<file path="src/rtl/divider_4bit_check.sv">
// Shift-add reconstruction of a divider's dividend: a_out = q_in*b_in + r_in, BW compute cycles.
// Optional remainder-range flag enabled by defining DIVIDER_4BIT_CHECK_REMCHK_EN.
module divider_4bit_check #(
    parameter int unsigned QW = 4,
    parameter int unsigned BW = 2
) (
    input  logic                clk,
    input  logic                rst,
    input  logic                in_valid,
    output logic                in_ready,
    input  logic [QW-1:0]       q_in,
    input  logic [BW-1:0]       b_in,
    input  logic [QW-1:0]       r_in,
    output logic                out_valid,
    input  logic                out_ready,
    output logic [QW+BW:0]      a_out,
    output logic                rem_err
);

    localparam int unsigned OW = QW + BW + 1;
    localparam int unsigned CW = (BW > 1) ? $clog2(BW) : 1;

    typedef enum logic [1:0] {
        S_IDLE = 2'd0,
        S_RUN  = 2'd1,
        S_DONE = 2'd2
    } state_e;

    state_e          state_q, state_d;
    logic [OW-1:0]   acc_q, acc_d;
    logic [OW-1:0]   qsh_q, qsh_d;
    logic [BW-1:0]   bsh_q, bsh_d;
    logic [CW-1:0]   cnt_q, cnt_d;
    logic            in_ready_q, in_ready_d;
    logic            out_valid_q, out_valid_d;
    logic [OW-1:0]   a_out_q, a_out_d;

    // State and datapath registers
    always_ff @(posedge clk) begin
        if (rst) begin
            state_q     <= S_IDLE;
            acc_q       <= '0;
            qsh_q       <= '0;
            bsh_q       <= '0;
            cnt_q       <= '0;
            in_ready_q  <= 1'b1;
            out_valid_q <= 1'b0;
            a_out_q     <= '0;
        end else begin
            state_q     <= state_d;
            acc_q       <= acc_d;
            qsh_q       <= qsh_d;
            bsh_q       <= bsh_d;
            cnt_q       <= cnt_d;
            in_ready_q  <= in_ready_d;
            out_valid_q <= out_valid_d;
            a_out_q     <= a_out_d;
        end
    end

    // Next-state, shift-add datapath and registered-output next values
    always_comb begin
        state_d = state_q;
        acc_d   = acc_q;
        qsh_d   = qsh_q;
        bsh_d   = bsh_q;
        cnt_d   = cnt_q;

        case (state_q)
            S_IDLE: begin
                if (in_valid && in_ready_q) begin
                    acc_d   = OW'(r_in);
                    qsh_d   = OW'(q_in);
                    bsh_d   = b_in;
                    cnt_d   = '0;
                    state_d = S_RUN;
                end
            end
            S_RUN: begin
                // Always runs the full BW cycles, even when the divisor is zero
                if (bsh_q[0]) begin
                    acc_d = acc_q + qsh_q;
                end
                qsh_d = qsh_q << 1;
                bsh_d = bsh_q >> 1;
                cnt_d = cnt_q + CW'(1);
                if (cnt_q == CW'(BW - 1)) begin
                    state_d = S_DONE;
                end
            end
            S_DONE: begin
                if (out_ready) begin
                    state_d = S_IDLE;
                end
            end
            default: state_d = S_IDLE;
        endcase

        in_ready_d  = (state_d == S_IDLE);
        out_valid_d = (state_d == S_DONE);
        // Result is latched once on DONE entry and held until the next one
        a_out_d     = ((state_q == S_RUN) && (state_d == S_DONE)) ? acc_d : a_out_q;
    end

    assign in_ready  = in_ready_q;
    assign out_valid = out_valid_q;
    assign a_out     = a_out_q;

`ifdef DIVIDER_4BIT_CHECK_REMCHK_EN
    logic rem_pend_q, rem_pend_d;
    logic rem_err_q, rem_err_d;

    // Remainder must be strictly below the divisor; captured at accept, shown in DONE
    always_comb begin
        rem_pend_d = rem_pend_q;
        if ((state_q == S_IDLE) && in_valid && in_ready_q) begin
            rem_pend_d = (OW'(r_in) >= OW'(b_in));
        end
        rem_err_d = (state_d == S_DONE) ? rem_pend_q : 1'b0;
    end

    always_ff @(posedge clk) begin
        if (rst) begin
            rem_pend_q <= 1'b0;
            rem_err_q  <= 1'b0;
        end else begin
            rem_pend_q <= rem_pend_d;
            rem_err_q  <= rem_err_d;
        end
    end

    assign rem_err = rem_err_q;
`else
    assign rem_err = 1'b0;
`endif

endmodule

</file>
<file path="config.mk">
export PLATFORM = sky130hd
export DESIGN_NAME = divider_4bit_check
export DESIGN_NICKNAME = d
export VERILOG_FILES = /design/src/rtl/divider_4bit_check.sv
export SDC_FILE = /design/constraint.sdc
export NUM_CORES = 1
export LEC_CHECK = 0
export BUFFER_PORTS_ARGS = -buffer_cell sky130_fd_sc_hd__buf_2
export CAP_MARGIN = 15
export CORE_MARGIN = 4
export CORE_UTILIZATION = 55
export DETAILED_ROUTE_END_ITERATION = 7
export PLACE_DENSITY = 0.82
export SYNTH_ARGS = -nofsm -noshare
export SYNTH_HDL_FRONTEND = slang
export SYNTH_SLANG_ARGS = --single-unit
</file>
<file path="constraint.sdc">
create_clock -name clk -period 2.5 [get_ports clk]
set_input_delay 0.375 -clock clk [delete_from_list [all_inputs] [get_ports clk]]
set_output_delay 0.375 -clock clk [all_outputs]
set_load 0.005 [all_outputs]
</file>
==> flow_summary.html, run 1 <==
<table>
<tr><th>Metric</th><th>Value</th></tr>
<tr><th colspan="2">Status</th></tr>
<tr><td>Status</td><td>finished, final reports clean</td></tr>
<tr><th colspan="2">Clock network</th></tr>
<tr><td>Inserted Clock Buffers</td><td>3</td></tr>
<tr><td>Latest clock arrival within the worst-skew pair</td><td>around 0.34 ns</td></tr>
<tr><td>Clock tree from TritonCTS</td><td>built</td></tr>
<tr><td>Count of hold buffers inserted by post-cts repair</td><td>0</td></tr>
<tr><td>Clock Pin Slew Worst Setup and Hold Paths</td><td>0.15 ns</td></tr>
<tr><td>Resized cells post-CTS</td><td>0</td></tr>
<tr><td>Setup bufs post-CTS</td><td>0</td></tr>
<tr><td>CTS Root Cell</td><td>sky130_fd_sc_hd__clkbuf_4</td></tr>
<tr><td>Number of levels in the clock H-tree</td><td>1</td></tr>
<tr><td>Number of buffers between clock root and the deepest sink</td><td>2</td></tr>
<tr><td>Sink count of the clock tree</td><td>28</td></tr>
<tr><th colspan="2">Pwr</th></tr>
<tr><td>Power per cell area</td><td>approximately 660 mW/mm²</td></tr>
<tr><td>Reported leakage power</td><td>0.000654 µW</td></tr>
<tr><td>Worst vdd ir</td><td>0.432 mV</td></tr>
<tr><th colspan="2">Floorplan</th></tr>
<tr><td>Die X-Extent</td><td>59.6 µm</td></tr>
<tr><td>Initial core utilization</td><td>58.6%</td></tr>
<tr><td>Row cnt</td><td>18</td></tr>
<tr><td>Core area</td><td>0.00250 mm²</td></tr>
<tr><td>Die height</td><td>59.6 µm</td></tr>
<tr><td>Area of the die</td><td>0.00355 mm²</td></tr>
<tr><td>Top Ports</td><td>24</td></tr>
<tr><th colspan="2">Routing</th></tr>
<tr><td>Post-DR vias/cell</td><td>6.03</td></tr>
<tr><td>Detailed Route WL</td><td>3250 µm</td></tr>
<tr><td>Post-route antenna net violation count</td><td>0</td></tr>
<tr><td>Via count of the routed design</td><td>between 1000 and 1500</td></tr>
<tr><td>Detailed Routing Iterations Pass 1</td><td>4</td></tr>
<tr><td>DRC errors left</td><td>0</td></tr>
<tr><td>Initial DRC Count</td><td>41</td></tr>
<tr><td>Detail-routed net length per standard cell</td><td>~15 µm</td></tr>
<tr><th colspan="2">Critical path</th></tr>
<tr><td>Delay contributed by the slowest stage of the critical path</td><td>0.36 ns</td></tr>
<tr><td>Reg-to-reg endpoint</td><td>acc_q[6]$_SDFF_PP0_</td></tr>
<tr><td>Endpoint type of the worst setup path</td><td>register</td></tr>
<tr><td>Worst setup path category</td><td>register to register</td></tr>
<tr><td>Startpoint kind of the worst setup timing path</td><td>register</td></tr>
<tr><td>Launch instance of the worst register-to-register path</td><td>acc_q[0]$_SDFF_PP0_</td></tr>
<tr><td>Worst-path cell chain</td><td>ha_1 &gt; inv_1 &gt; fa_1 &gt; nor2b_4 &gt; o31a_1 &gt; o21a_1 &gt; or3_1 &gt; o311ai_1</td></tr>
<tr><td>Depth of the most critical reg-to-reg path</td><td>8</td></tr>
<tr><td>CP Max Fanout</td><td>4</td></tr>
<tr><td>Required time worst endpoint</td><td>2.74 ns</td></tr>
<tr><td>Data arrival time of the worst path</td><td>~2.2 ns</td></tr>
<tr><td>Cell at the slowest stage of the critical path</td><td>sky130_fd_sc_hd__dfxtp_1</td></tr>
<tr><td>Register-to-Register Setup Slack</td><td>between 0.5 and 0.6 ns</td></tr>
<tr><th colspan="2">Finish</th></tr>
<tr><td>Synthesis-to-finish area growth</td><td>9.56%</td></tr>
<tr><td>Net count of the finished layout</td><td>205</td></tr>
<tr><td>Utilization after layout</td><td>approximately 64%</td></tr>
<tr><td>Most frequent standard cell in the layout excluding fill and tap cells</td><td>sky130_fd_sc_hd__nor2_1</td></tr>
<tr><td>Fraction of final layout cells with drive strength greater than 1</td><td>17.5%</td></tr>
<tr><td>Commonest cells after routing, fill and taps aside</td><td>31 x sky130_fd_sc_hd__nor2_1, 28 x sky130_fd_sc_hd__dfxtp_1, 22 x sky130_fd_sc_hd__buf_2</td></tr>
<tr><td>Final standard cell area without fillers</td><td>0.00161 mm²</td></tr>
<tr><td>Non-filler instance count after layout</td><td>213</td></tr>
<tr><td>Count of antenna diodes in the layout</td><td>0</td></tr>
<tr><th colspan="2">STA</th></tr>
<tr><td>WHS</td><td>roughly 0.26 ns</td></tr>
<tr><td>Final setup skew</td><td>0.00398 ns</td></tr>
<tr><td>Final period demand of the worst path</td><td>roughly 2 ns</td></tr>
<tr><td>Maximum frequency from static timing analysis</td><td>~0.50 GHz</td></tr>
<tr><td>Max-Slew Margin vs Limit</td><td>50.9%</td></tr>
<tr><td>RSZ-0062 raised after global routing</td><td>false</td></tr>
<tr><td>Final-report setup violation count</td><td>0</td></tr>
<tr><td>Sum Neg Setup Slack</td><td>0 ns</td></tr>
<tr><td>Final period util</td><td>a little under 80%</td></tr>
<tr><td>Worst-margin pin slew</td><td>0.732 ns</td></tr>
<tr><td>Final Hold Violating Endpoints</td><td>0</td></tr>
<tr><td>Pins Over Slew Limit</td><td>0</td></tr>
<tr><th colspan="2">Synthesis</th></tr>
<tr><td>Post-synth top area share</td><td>38.3%</td></tr>
<tr><td>Synthesized area divided by synthesized cell count</td><td>about 8.8 µm²</td></tr>
<tr><td>Dominant cells by area after synthesis</td><td>sky130_fd_sc_hd__dfxtp_1 38%, sky130_fd_sc_hd__nor2_1 7.9%, sky130_fd_sc_hd__a211oi_1 6.7%</td></tr>
<tr><td>Post-synthesis register bit count</td><td>28</td></tr>
<tr><td>Syn_nets</td><td>approximately 190</td></tr>
<tr><td>Number of instances in the synthesized netlist</td><td>167</td></tr>
<tr><td>Number of enable-type register cells in the synthesized netlist</td><td>0</td></tr>
<tr><td>Netlist area before placement</td><td>roughly 0.0015 mm²</td></tr>
<tr><td>Number of distinct standard cells referenced by the synthesized netlist</td><td>42</td></tr>
<tr><td>Asr flop ratio synth</td><td>0%</td></tr>
<tr><td>Top cell type by total area after synthesis</td><td>sky130_fd_sc_hd__dfxtp_1</td></tr>
<tr><td>Sequential fraction of the synthesis area</td><td>between 30% and 40%</td></tr>
<tr><td>Count of synthesis-stage warnings from yosys</td><td>0</td></tr>
<tr><td>Dominant synthesized flop cell</td><td>sky130_fd_sc_hd__dfxtp_1</td></tr>
<tr><th colspan="2">GRT</th></tr>
<tr><td>First-pass GRT wire length</td><td>between 5000 and 6000 µm</td></tr>
<tr><td>Pin count of the biggest net entering global routing</td><td>26</td></tr>
<tr><td>Number of global-route vias before repair</td><td>between 1000 and 1500</td></tr>
<tr><td>Overall global routing resource usage</td><td>20.4%</td></tr>
<tr><td>Total global routing overflow</td><td>0</td></tr>
<tr><td>Antenna violations before repair</td><td>0</td></tr>
<tr><th colspan="2">Run</th></tr>
<tr><td>Max Cap Violations</td><td>0</td></tr>
<tr><th colspan="2">Min path</th></tr>
<tr><td>Instance count along the most critical hold path</td><td>3</td></tr>
<tr><td>Hold EP</td><td>qsh_q[0]$_SDFFE_PP0P_</td></tr>
<tr><td>Worst hold start</td><td>q_in[0]</td></tr>
<tr><td>Min-delay worst type</td><td>input port to register</td></tr>
<tr><th colspan="2">Placed design</th></tr>
<tr><td>Estimated wirelength of the detail-placed design</td><td>2440 µm</td></tr>
<tr><td>Number of placed instances with taps included</td><td>209</td></tr>
<tr><td>Count of buffers inserted at the top-level ports</td><td>22</td></tr>
<tr><td>Routability-driven placement congestion ratio</td><td>between 0.8 and 0.9</td></tr>
<tr><td>Placement-stage cell area</td><td>0.00155 mm²</td></tr>
</table>
area by class of cell:
class	instances	area, µm²
Clock buffer	3	22.5
Clock inverter	1	30.0
Fill cell	218	895
Inverter	6	22.5
Multi-Input combinational cell	123	822
Sequential cell	28	561
Tap cell	30	37.5
Timing Repair Buffer	22	110
synth_stat cells (2+ instances only):
cell and number:
sky130_fd_sc_hd__o21a_1 2, sky130_fd_sc_hd__ha_1 6, sky130_fd_sc_hd__nand4_1 2, sky130_fd_sc_hd__nand3_1 3
sky130_fd_sc_hd__o21ai_0 5, sky130_fd_sc_hd__clkbuf_1 4, sky130_fd_sc_hd__nor2b_1 2, sky130_fd_sc_hd__nor2b_4 2
sky130_fd_sc_hd__nand2b_1 2, sky130_fd_sc_hd__a21oi_1 7, sky130_fd_sc_hd__nor2_1 31, sky130_fd_sc_hd__a22oi_1 7
sky130_fd_sc_hd__or3_1 2, sky130_fd_sc_hd__a21o_1 2, sky130_fd_sc_hd__a221oi_2 2, sky130_fd_sc_hd__inv_1 6
sky130_fd_sc_hd__buf_2 3, sky130_fd_sc_hd__dfxtp_1 28, sky130_fd_sc_hd__mux2i_1 7, sky130_fd_sc_hd__nor3_1 3
sky130_fd_sc_hd__buf_6 2, sky130_fd_sc_hd__a211oi_1 13, sky130_fd_sc_hd__nand2_1 7
through the flow:
step           worst slack [ns]  total power, µW
4_1_cts                   0.540             1060
6_report                  0.519             1060
3_5_place_dp              0.574              758
2_1_floorplan             0.706              706
5_1_grt                   0.329             1110
3_3_place_gp              0.647              745
routing by layer:
layer	share of wire, %	routed length, µm	up-vias	track usage, %
li1	-	-	632	-
met1	43	1390	597	24.6
met2	48	1560	45	32.3
met3	5.5	180	11	4.14
met4	3.5	112	0	13.6
met5	0	0	-	0
flip-flops by register name, indices dropped and copies added, names as in the netlist:
register,flops
state_q,2
cnt_q,1
a_out,7
qsh_q,7
in_ready,1
out_valid,1
bsh_q,2
acc_q,7
cell families (layout without fill, tap and decap cells):
group | after synthesis | after routing | share of synthesized area [%]
compound gates | 47 | 47 | 24.0
buf+inv | 16 | 32 | 5.64
flops | 28 | 28 | 38.3
other cells | 1 | 1 | 0.256
mux | 7 | 7 | 4.78
simple gates | 59 | 59 | 19.4
xor+xnor | 2 | 2 | 1.20
fa+ha+maj | 7 | 7 | 6.49
how the worst max path moves through the flow:
stage | from | endpoint | slack, ns | cells past startpoint
after floorplan | acc_q[0]$_SDFF_PP0_ | acc_q[6]$_SDFF_PP0_ | 0.71 | 8
after global placement | acc_q[0]$_SDFF_PP0_ | acc_q[6]$_SDFF_PP0_ | 0.65 | 8
after detailed placement | acc_q[0]$_SDFF_PP0_ | acc_q[6]$_SDFF_PP0_ | 0.57 | 8
after CTS | acc_q[0]$_SDFF_PP0_ | acc_q[6]$_SDFF_PP0_ | 0.54 | 8
after global routing | acc_q[0]$_SDFF_PP0_ | a_out[4]$_SDFFE_PP0P_ | 0.33 | 8
final | acc_q[0]$_SDFF_PP0_ | acc_q[6]$_SDFF_PP0_ | 0.52 | 8
worst max-delay path: cells and delay by family, from the launching register on:
family	cells	cell delay (ns)
fa+ha+maj	2	0.48
simple gates	2	0.39
compound gates	3	0.57
buf+inv	1	0.08
flops	1	0.36
power breakdown:
group / switching, µW / total [µW] / internal [µW]
Clock: 140 / 302 / 162
Combinational: 129 / 229 / 99.7
Sequential: 42.1 / 524 / 482
Total: 311 / 1060 / 744
No activity file was read; power rests on OpenSTA's default activity.
==> inputs of run 2 (changes only) <==
==> constraint.sdc (replaced) <==
create_clock -name clk -period 1.9 [get_ports clk]
set_input_delay 0.285 -clock clk [delete_from_list [all_inputs] [get_ports clk]]
set_output_delay 0.285 -clock clk [all_outputs]
set_load 0.005 [all_outputs]
==> flow_summary.html, run 2 (synthesized netlist as in run 1, its figures left out) <==
<table>
<tr><th>Metric</th><th>Value</th></tr>
<tr><th colspan="2">Status</th></tr>
<tr><td>Status</td><td>finished, final reports clean</td></tr>
<tr><th colspan="2">STA</th></tr>
<tr><td>Final period demand of the worst path</td><td>1.90 ns</td></tr>
<tr><td>Final-report setup violation count</td><td>0</td></tr>
<tr><td>Setup ws final</td><td>roughly 0.0020 ns</td></tr>
<tr><td>Max-Slew Margin vs Limit</td><td>62.1%</td></tr>
<tr><td>WHS</td><td>roughly 0.18 ns</td></tr>
<tr><td>RSZ-0062 raised after global routing</td><td>true</td></tr>
<tr><td>Final period util</td><td>around 100%</td></tr>
<tr><td>Maximum frequency from static timing analysis</td><td>0.527 GHz</td></tr>
<tr><td>Final setup skew</td><td>0.0122 ns</td></tr>
<tr><td>Pins Over Slew Limit</td><td>0</td></tr>
<tr><td>Sum Neg Setup Slack</td><td>0 ns</td></tr>
<tr><td>Final Hold Violating Endpoints</td><td>0</td></tr>
<tr><td>Worst-margin pin slew</td><td>0.566 ns</td></tr>
<tr><th colspan="2">Critical path</th></tr>
<tr><td>Startpoint kind of the worst setup timing path</td><td>register</td></tr>
<tr><td>Required time worst endpoint</td><td>2.17 ns</td></tr>
<tr><td>Depth of the most critical reg-to-reg path</td><td>8</td></tr>
<tr><td>Data arrival time of the worst path</td><td>approximately 2.2 ns</td></tr>
<tr><td>Worst-path cell chain</td><td>ha_4 &gt; inv_2 &gt; fa_2 &gt; nor2b_4 &gt; o31a_1 &gt; o21a_1 &gt; or3_4 &gt; o311ai_4</td></tr>
<tr><td>Worst setup path category</td><td>register to register</td></tr>
<tr><td>Register-to-Register Setup Slack</td><td>0.002 ns</td></tr>
<tr><td>Endpoint type of the worst setup path</td><td>register</td></tr>
<tr><td>Cell at the slowest stage of the critical path</td><td>sky130_fd_sc_hd__dfxtp_2</td></tr>
<tr><td>Number of stages on the worst setup path</td><td>8</td></tr>
<tr><td>CP Max Fanout</td><td>3</td></tr>
<tr><td>Cell type group with the largest total delay on the critical path</td><td>compound AO/OA/AOI/OAI gates</td></tr>
<tr><td>Count of buffering cells on the critical path with inverters included</td><td>1</td></tr>
<tr><td>Delay contributed by the slowest stage of the critical path</td><td>about 0.37 ns</td></tr>
<tr><th colspan="2">Routing</th></tr>
<tr><td>Detailed Routing Iterations Pass 1</td><td>4</td></tr>
<tr><td>Detail-routed net length per standard cell</td><td>16.2 µm</td></tr>
<tr><td>Via count of the routed design</td><td>1325</td></tr>
<tr><td>DRC errors left</td><td>0</td></tr>
<tr><td>Detailed Route WL</td><td>3570 µm</td></tr>
<tr><td>Initial DRC Count</td><td>55</td></tr>
<tr><td>Post-DR vias/cell</td><td>roughly 6.0</td></tr>
<tr><td>Post-route antenna net violation count</td><td>0</td></tr>
<tr><th colspan="2">Clock network</th></tr>
<tr><td>Number of levels in the clock H-tree</td><td>1</td></tr>
<tr><td>Number of buffers between clock root and the deepest sink</td><td>2</td></tr>
<tr><td>Latest clock arrival within the worst-skew pair</td><td>0.34 ns</td></tr>
<tr><td>Count of hold buffers inserted by post-cts repair</td><td>0</td></tr>
<tr><td>Clock tree from TritonCTS</td><td>built</td></tr>
<tr><td>Sink count of the clock tree</td><td>28</td></tr>
<tr><td>Clock Pin Slew Worst Setup and Hold Paths</td><td>0.16 ns</td></tr>
<tr><td>CTS Root Cell</td><td>sky130_fd_sc_hd__clkbuf_4</td></tr>
<tr><td>Inserted Clock Buffers</td><td>3</td></tr>
<tr><th colspan="2">Pwr</th></tr>
<tr><td>Combinational cell fraction of total power</td><td>between 20% and 30%</td></tr>
<tr><td>Power per cell area</td><td>between 700 and 800 mW/mm²</td></tr>
<tr><td>Int Power</td><td>about 900 µW</td></tr>
<tr><td>Switching power</td><td>427 µW</td></tr>
<tr><td>Worst vdd ir</td><td>~0.69 mV</td></tr>
<tr><td>Reported leakage power</td><td>about 0.00069 µW</td></tr>
<tr><td>Fraction of power consumed by sequential logic</td><td>51.8%</td></tr>
<tr><td>Clock share of power</td><td>22.4%</td></tr>
<tr><td>Switching power share of the total</td><td>a little under a third</td></tr>
<tr><th colspan="2">Finish</th></tr>
<tr><td>Count of antenna diodes in the layout</td><td>0</td></tr>
<tr><td>Number of fill cells in the layout</td><td>194</td></tr>
<tr><td>FF+latch area</td><td>564 µm²</td></tr>
<tr><td>Fraction of final layout cells with drive strength greater than 1</td><td>a little over a quarter</td></tr>
<tr><td>Commonest cells after routing, fill and taps aside</td><td>31 x sky130_fd_sc_hd__nor2_1, 25 x sky130_fd_sc_hd__dfxtp_1, 22 x sky130_fd_sc_hd__buf_2</td></tr>
<tr><td>Synthesis-to-finish area growth</td><td>16.4%</td></tr>
<tr><td>Utilization after layout</td><td>68.2%</td></tr>
<tr><td>Most frequent standard cell in the layout excluding fill and tap cells</td><td>sky130_fd_sc_hd__nor2_1</td></tr>
<tr><td>Net count of the finished layout</td><td>212</td></tr>
<tr><td>Area of the multi-input gates</td><td>882 µm²</td></tr>
<tr><th colspan="2">Min path</th></tr>
<tr><td>Min-delay worst type</td><td>input port to register</td></tr>
<tr><td>Instance count along the most critical hold path</td><td>3</td></tr>
<tr><th colspan="2">Floorplan</th></tr>
<tr><td>Area of the die</td><td>0.00355 mm²</td></tr>
<tr><td>Row cnt</td><td>18</td></tr>
<tr><td>Top Ports</td><td>24</td></tr>
<tr><td>Initial core utilization</td><td>58.6%</td></tr>
<tr><td>Die height</td><td>59.6 µm</td></tr>
<tr><td>Core area</td><td>around 0.0025 mm²</td></tr>
<tr><td>Die X-Extent</td><td>a little under 60 µm</td></tr>
<tr><th colspan="2">GRT</th></tr>
<tr><td>Total global routing overflow</td><td>0</td></tr>
<tr><td>Overall global routing resource usage</td><td>between 20% and 30%</td></tr>
<tr><td>Number of global-route vias before repair</td><td>1361</td></tr>
<tr><td>First-pass GRT wire length</td><td>5660 µm</td></tr>
<tr><td>Antenna violations before repair</td><td>0</td></tr>
<tr><td>Pin count of the biggest net entering global routing</td><td>25</td></tr>
<tr><th colspan="2">Placed design</th></tr>
<tr><td>Estimated wirelength of the detail-placed design</td><td>2490 µm</td></tr>
<tr><td>Count of buffers inserted at the top-level ports</td><td>22</td></tr>
<tr><td>Routability-driven placement congestion ratio</td><td>0.859</td></tr>
<tr><td>Placement-stage worst setup slack</td><td>-0.0529 ns</td></tr>
<tr><th colspan="2">Run</th></tr>
<tr><td>Max Cap Violations</td><td>0</td></tr>
</table>
[run 2: changes by cell type in the layout (fill, tap and decap cells not counted), moves of 2 or more]
cell	change
sky130_fd_sc_hd__dfxtp_1	-3
sky130_fd_sc_hd__buf_4	+7
sky130_fd_sc_hd__dfxtp_2	+3
sky130_fd_sc_hd__ha_4	+2
sky130_fd_sc_hd__ha_1	-2
[run 2: through the flow]
stage,cells,area (µm²),total power (µW)
final,220,1710,1340
after global routing,220,1710,1410
after CTS,218,1630,1320
after detailed placement,213,1580,1020
after global placement,213,1580,996
after floorplan,167,1470,928
[run 2: area by class of cell]
cell class | instances | share of cell area (%)
Clock buffer | 4 | 2.13
Sequential cell | 28 | 33.1
Tap cell | 30 | 2.20
Multi-Input combinational cell | 123 | 51.7
Inverter | 6 | 1.32
Timing Repair Buffer | 29 | 9.54
[run 2: worst register-to-register path, cell delays in order (launching register included)]
cell and delay [ns]:
sky130_fd_sc_hd__dfxtp_2 0.37, sky130_fd_sc_hd__ha_4 0.16, sky130_fd_sc_hd__inv_2 0.05, sky130_fd_sc_hd__fa_2 0.24
sky130_fd_sc_hd__nor2b_4 0.05, sky130_fd_sc_hd__o31a_1 0.33, sky130_fd_sc_hd__o21a_1 0.21, sky130_fd_sc_hd__or3_4 0.34
sky130_fd_sc_hd__o311ai_4 0.08
[run 2: repair_timing]
action / 4_1_cts / 5_1_grt
setup endpoints to repair: 3 / 4
pin swaps: 1 / 7
setup buffers: 1 / 2
resized for setup: 4 / 11
[run 2: path summary, 6_finish.rpt]
| path | from | endpoint |
|---|---|---|
| max | acc_q[0]$_SDFF_PP0_ | acc_q[6]$_SDFF_PP0_ |
| min | b_in[1] | bsh_q[1]$_SDFFE_PP0P_ |
| max reg2reg | acc_q[0]$_SDFF_PP0_ | acc_q[6]$_SDFF_PP0_ |
| min reg2reg | a_out[2]$_SDFFE_PP0P_ | a_out[2]$_SDFFE_PP0P_ |
[run 2: routing by layer]
metal / vias to the layer above / global-route usage (%) / part of all wire, % / wire (µm)
li1: 650 / - / - / -
met1: 630 / 24.1 / 43 / 1530
met2: 33 / 37.1 / 50 / 1770
met3: 12 / 3.92 / 4.1 / 148
met4: 0 / 10.8 / 3.3 / 118
met5: - / 0 / 0 / 0
[run 2: power groups by stage]
stage	Clock, µW	Sequential, µW	Combinational [µW]
after floorplan	0	676	253
after global placement	0	695	301
after detailed placement	0	700	317
after CTS	304	686	327
after global routing	331	701	376
final	300	694	346
==> inputs of run 3 (changes only) <==
--- a/config.mk
+++ b/config.mk
@@ -10,7 +10,7 @@
 export CORE_MARGIN = 4
 export CORE_UTILIZATION = 55
 export DETAILED_ROUTE_END_ITERATION = 7
-export PLACE_DENSITY = 0.82
+export PLACE_DENSITY_LB_ADDON = 0.12
 export SYNTH_ARGS = -nofsm -noshare
 export SYNTH_HDL_FRONTEND = slang
 export SYNTH_SLANG_ARGS = --single-unit
==> flow_summary.html, run 3 (synthesized netlist as in run 1, its figures left out) <==
<table>
<tr><th>Metric</th><th>Value</th></tr>
<tr><th colspan="2">Routing</th></tr>
<tr><td>Topmost layer with routed signal wires</td><td>met4</td></tr>
<tr><td>Detail-routed net length per standard cell</td><td>14.9 µm</td></tr>
<tr><td>Via count of the routed design</td><td>1328</td></tr>
<tr><td>Post-route antenna net violation count</td><td>0</td></tr>
<tr><td>Detailed-routed wire length on met2</td><td>~1600 µm</td></tr>
<tr><td>Post-DR vias/cell</td><td>6.06</td></tr>
<tr><td>Detail Route met3 WL</td><td>139 µm</td></tr>
<tr><td>DRC errors left</td><td>0</td></tr>
<tr><td>Initial DRC Count</td><td>66</td></tr>
<tr><td>Detailed Routing Iterations Pass 1</td><td>4</td></tr>
<tr><td>Detailed Route WL</td><td>between 3000 and 4000 µm</td></tr>
<tr><td>Met1 Wirelength</td><td>between 1000 and 1500 µm</td></tr>
<tr><th colspan="2">Placed design</th></tr>
<tr><td>Estimated wirelength of the detail-placed design</td><td>2450 µm</td></tr>
<tr><td>Number of placed instances with taps included</td><td>213</td></tr>
<tr><td>Count of buffers inserted at the top-level ports</td><td>22</td></tr>
<tr><td>Routability-driven placement congestion ratio</td><td>0.894</td></tr>
<tr><th colspan="2">GRT</th></tr>
<tr><td>Overall global routing resource usage</td><td>19.9%</td></tr>
<tr><td>Number of global-route vias before repair</td><td>1262</td></tr>
<tr><td>Antenna violations before repair</td><td>0</td></tr>
<tr><td>Pin count of the biggest net entering global routing</td><td>25</td></tr>
<tr><td>First-pass GRT wire length</td><td>5470 µm</td></tr>
<tr><td>Total global routing overflow</td><td>0</td></tr>
<tr><th colspan="2">Clock network</th></tr>
<tr><td>Count of hold buffers inserted by post-cts repair</td><td>0</td></tr>
<tr><td>Number of levels in the clock H-tree</td><td>1</td></tr>
<tr><td>Sink count of the clock tree</td><td>28</td></tr>
<tr><td>Number of buffers between clock root and the deepest sink</td><td>2</td></tr>
<tr><td>Clock tree from TritonCTS</td><td>built</td></tr>
<tr><td>Clock Pin Slew Worst Setup and Hold Paths</td><td>about 0.15 ns</td></tr>
<tr><td>CTS Root Cell</td><td>sky130_fd_sc_hd__clkbuf_4</td></tr>
<tr><td>Latest clock arrival within the worst-skew pair</td><td>0.32 ns</td></tr>
<tr><td>Inserted Clock Buffers</td><td>3</td></tr>
<tr><th colspan="2">Floorplan</th></tr>
<tr><td>Row cnt</td><td>18</td></tr>
<tr><td>Area of the die</td><td>0.00355 mm²</td></tr>
<tr><td>Core area</td><td>0.00250 mm²</td></tr>
<tr><td>Top Ports</td><td>24</td></tr>
<tr><td>Die X-Extent</td><td>59.6 µm</td></tr>
<tr><td>Die height</td><td>59.6 µm</td></tr>
<tr><td>Initial core utilization</td><td>58.6%</td></tr>
<tr><th colspan="2">Critical path</th></tr>
<tr><td>CP Max Fanout</td><td>3</td></tr>
<tr><td>Launch instance of the worst register-to-register path</td><td>qsh_q[0]$_SDFFE_PP0P_</td></tr>
<tr><td>Required time worst endpoint</td><td>2.14 ns</td></tr>
<tr><td>Crit path from</td><td>qsh_q[0]$_SDFFE_PP0P_</td></tr>
<tr><td>Data arrival time of the worst path</td><td>2.10 ns</td></tr>
<tr><td>Startpoint kind of the worst setup timing path</td><td>register</td></tr>
<tr><td>Worst setup path category</td><td>register to register</td></tr>
<tr><td>Endpoint type of the worst setup path</td><td>register</td></tr>
<tr><th colspan="2">STA</th></tr>
<tr><td>Pins Over Slew Limit</td><td>0</td></tr>
<tr><td>Final-report setup violation count</td><td>0</td></tr>
<tr><td>Final period util</td><td>between 90% and 100%</td></tr>
<tr><td>Final setup skew</td><td>0.00263 ns</td></tr>
<tr><td>Maximum frequency from static timing analysis</td><td>0.538 GHz</td></tr>
<tr><td>Final period demand of the worst path</td><td>1.86 ns</td></tr>
<tr><td>Final Hold Violating Endpoints</td><td>0</td></tr>
<tr><td>RSZ-0062 raised after global routing</td><td>true</td></tr>
<tr><td>Sum Neg Setup Slack</td><td>0 ns</td></tr>
<tr><th colspan="2">Finish</th></tr>
<tr><td>Utilization after layout</td><td>66.1%</td></tr>
<tr><td>Synthesis-to-finish area growth</td><td>12.8%</td></tr>
<tr><td>Net count of the finished layout</td><td>about 210</td></tr>
<tr><td>Number of fill cells in the layout</td><td>214</td></tr>
<tr><td>Non-filler instance count after layout</td><td>about 220</td></tr>
<tr><td>Commonest cells after routing, fill and taps aside</td><td>31 x sky130_fd_sc_hd__nor2_1, 26 x sky130_fd_sc_hd__dfxtp_1, 22 x sky130_fd_sc_hd__buf_2</td></tr>
<tr><td>Fraction of final layout cells with drive strength greater than 1</td><td>23.3%</td></tr>
<tr><td>Most frequent standard cell in the layout excluding fill and tap cells</td><td>sky130_fd_sc_hd__nor2_1</td></tr>
<tr><td>Count of antenna diodes in the layout</td><td>0</td></tr>
<tr><th colspan="2">Pwr</th></tr>
<tr><td>Power per cell area</td><td>767 mW/mm²</td></tr>
<tr><td>Reported leakage power</td><td>0.000676 µW</td></tr>
<tr><td>Worst vdd ir</td><td>between 0.4 and 0.5 mV</td></tr>
<tr><th colspan="2">Run</th></tr>
<tr><td>Max Cap Violations</td><td>0</td></tr>
<tr><th colspan="2">Min path</th></tr>
<tr><td>Worst hold start</td><td>r_in[1]</td></tr>
<tr><td>Min-delay worst type</td><td>input port to register</td></tr>
<tr><th colspan="2">Status</th></tr>
<tr><td>Status</td><td>finished, final reports clean</td></tr>
</table>
==> run 3: path summary, 6_finish.rpt <==
path	slack, ns	cells after the start	endpoint
setup / recovery	0.04	8	acc_q[6]$_SDFF_PP0_
setup reg to reg	0.04	8	acc_q[6]$_SDFF_PP0_
hold reg to reg	0.50	2	acc_q[5]$_SDFF_PP0_
hold / removal	0.20	3	acc_q[1]$_SDFF_PP0_
==> run 3: worst max-delay path, cell delays in order, from the launching register on <==
cell                       delay (ns)
sky130_fd_sc_hd__dfxtp_2         0.37
sky130_fd_sc_hd__ha_4            0.17
sky130_fd_sc_hd__inv_2           0.05
sky130_fd_sc_hd__fa_2            0.23
sky130_fd_sc_hd__nor2b_4         0.05
sky130_fd_sc_hd__o31a_1          0.30
sky130_fd_sc_hd__o21a_1          0.20
sky130_fd_sc_hd__or3_1           0.33
sky130_fd_sc_hd__o311ai_2        0.08
==> run 3: per-layer routing <==
| layer | vias up | track usage [%] |
|---|---|---|
| li1 | 648 | - |
| met1 | 624 | 25.8 |
| met2 | 44 | 32.8 |
| met3 | 12 | 3.27 |
| met4 | 0 | 7.91 |
| met5 | - | 0 |
==> run 3: repair_timing <==
action                     CTS  global route
gates resized for setup      5             2
setup endpoints to repair    4             3
pin swaps                    1             6
setup buffers                2             1
hold endpoints to repair     0             0
==> run 3: final cells by class <==
type                            instances  area (µm²)  area share [%]
Inverter                                6        22.5            1.36
Sequential cell                        28         563            34.1
Tap cell                               30        37.5            2.27
Clock buffer                            3        22.5            1.36
Timing Repair Buffer                   29         163            9.84
Multi-Input combinational cell        123         845            51.1
==> run 3: power breakdown <==
part | internal [µW] | leakage [µW] | switching (µW)
clock | 74.3 | 0.0000138 | 171
sequential | 635 | 0.000229 | 56.3
combinational | 157 | 0.000433 | 174
total | 867 | 0.000676 | 401
==> run 3: through the flow <==
| stage | instance area, µm² | power [µW] | hold slack (ns) | setup slack [ns] |
|---|---|---|---|---|
| CTS | 1630 | 1260 | 0.207 | 0.000149 |
| global route | 1650 | 1340 | 0.206 | -0.0200 |
| floorplan | 1470 | 928 | 0.433 | 0.106 |
| finish | 1650 | 1270 | 0.203 | 0.0424 |
| global placement | 1580 | 1000 | 0.460 | 0.0458 |
| detailed placement | 1580 | 1020 | 0.484 | -0.0753 |
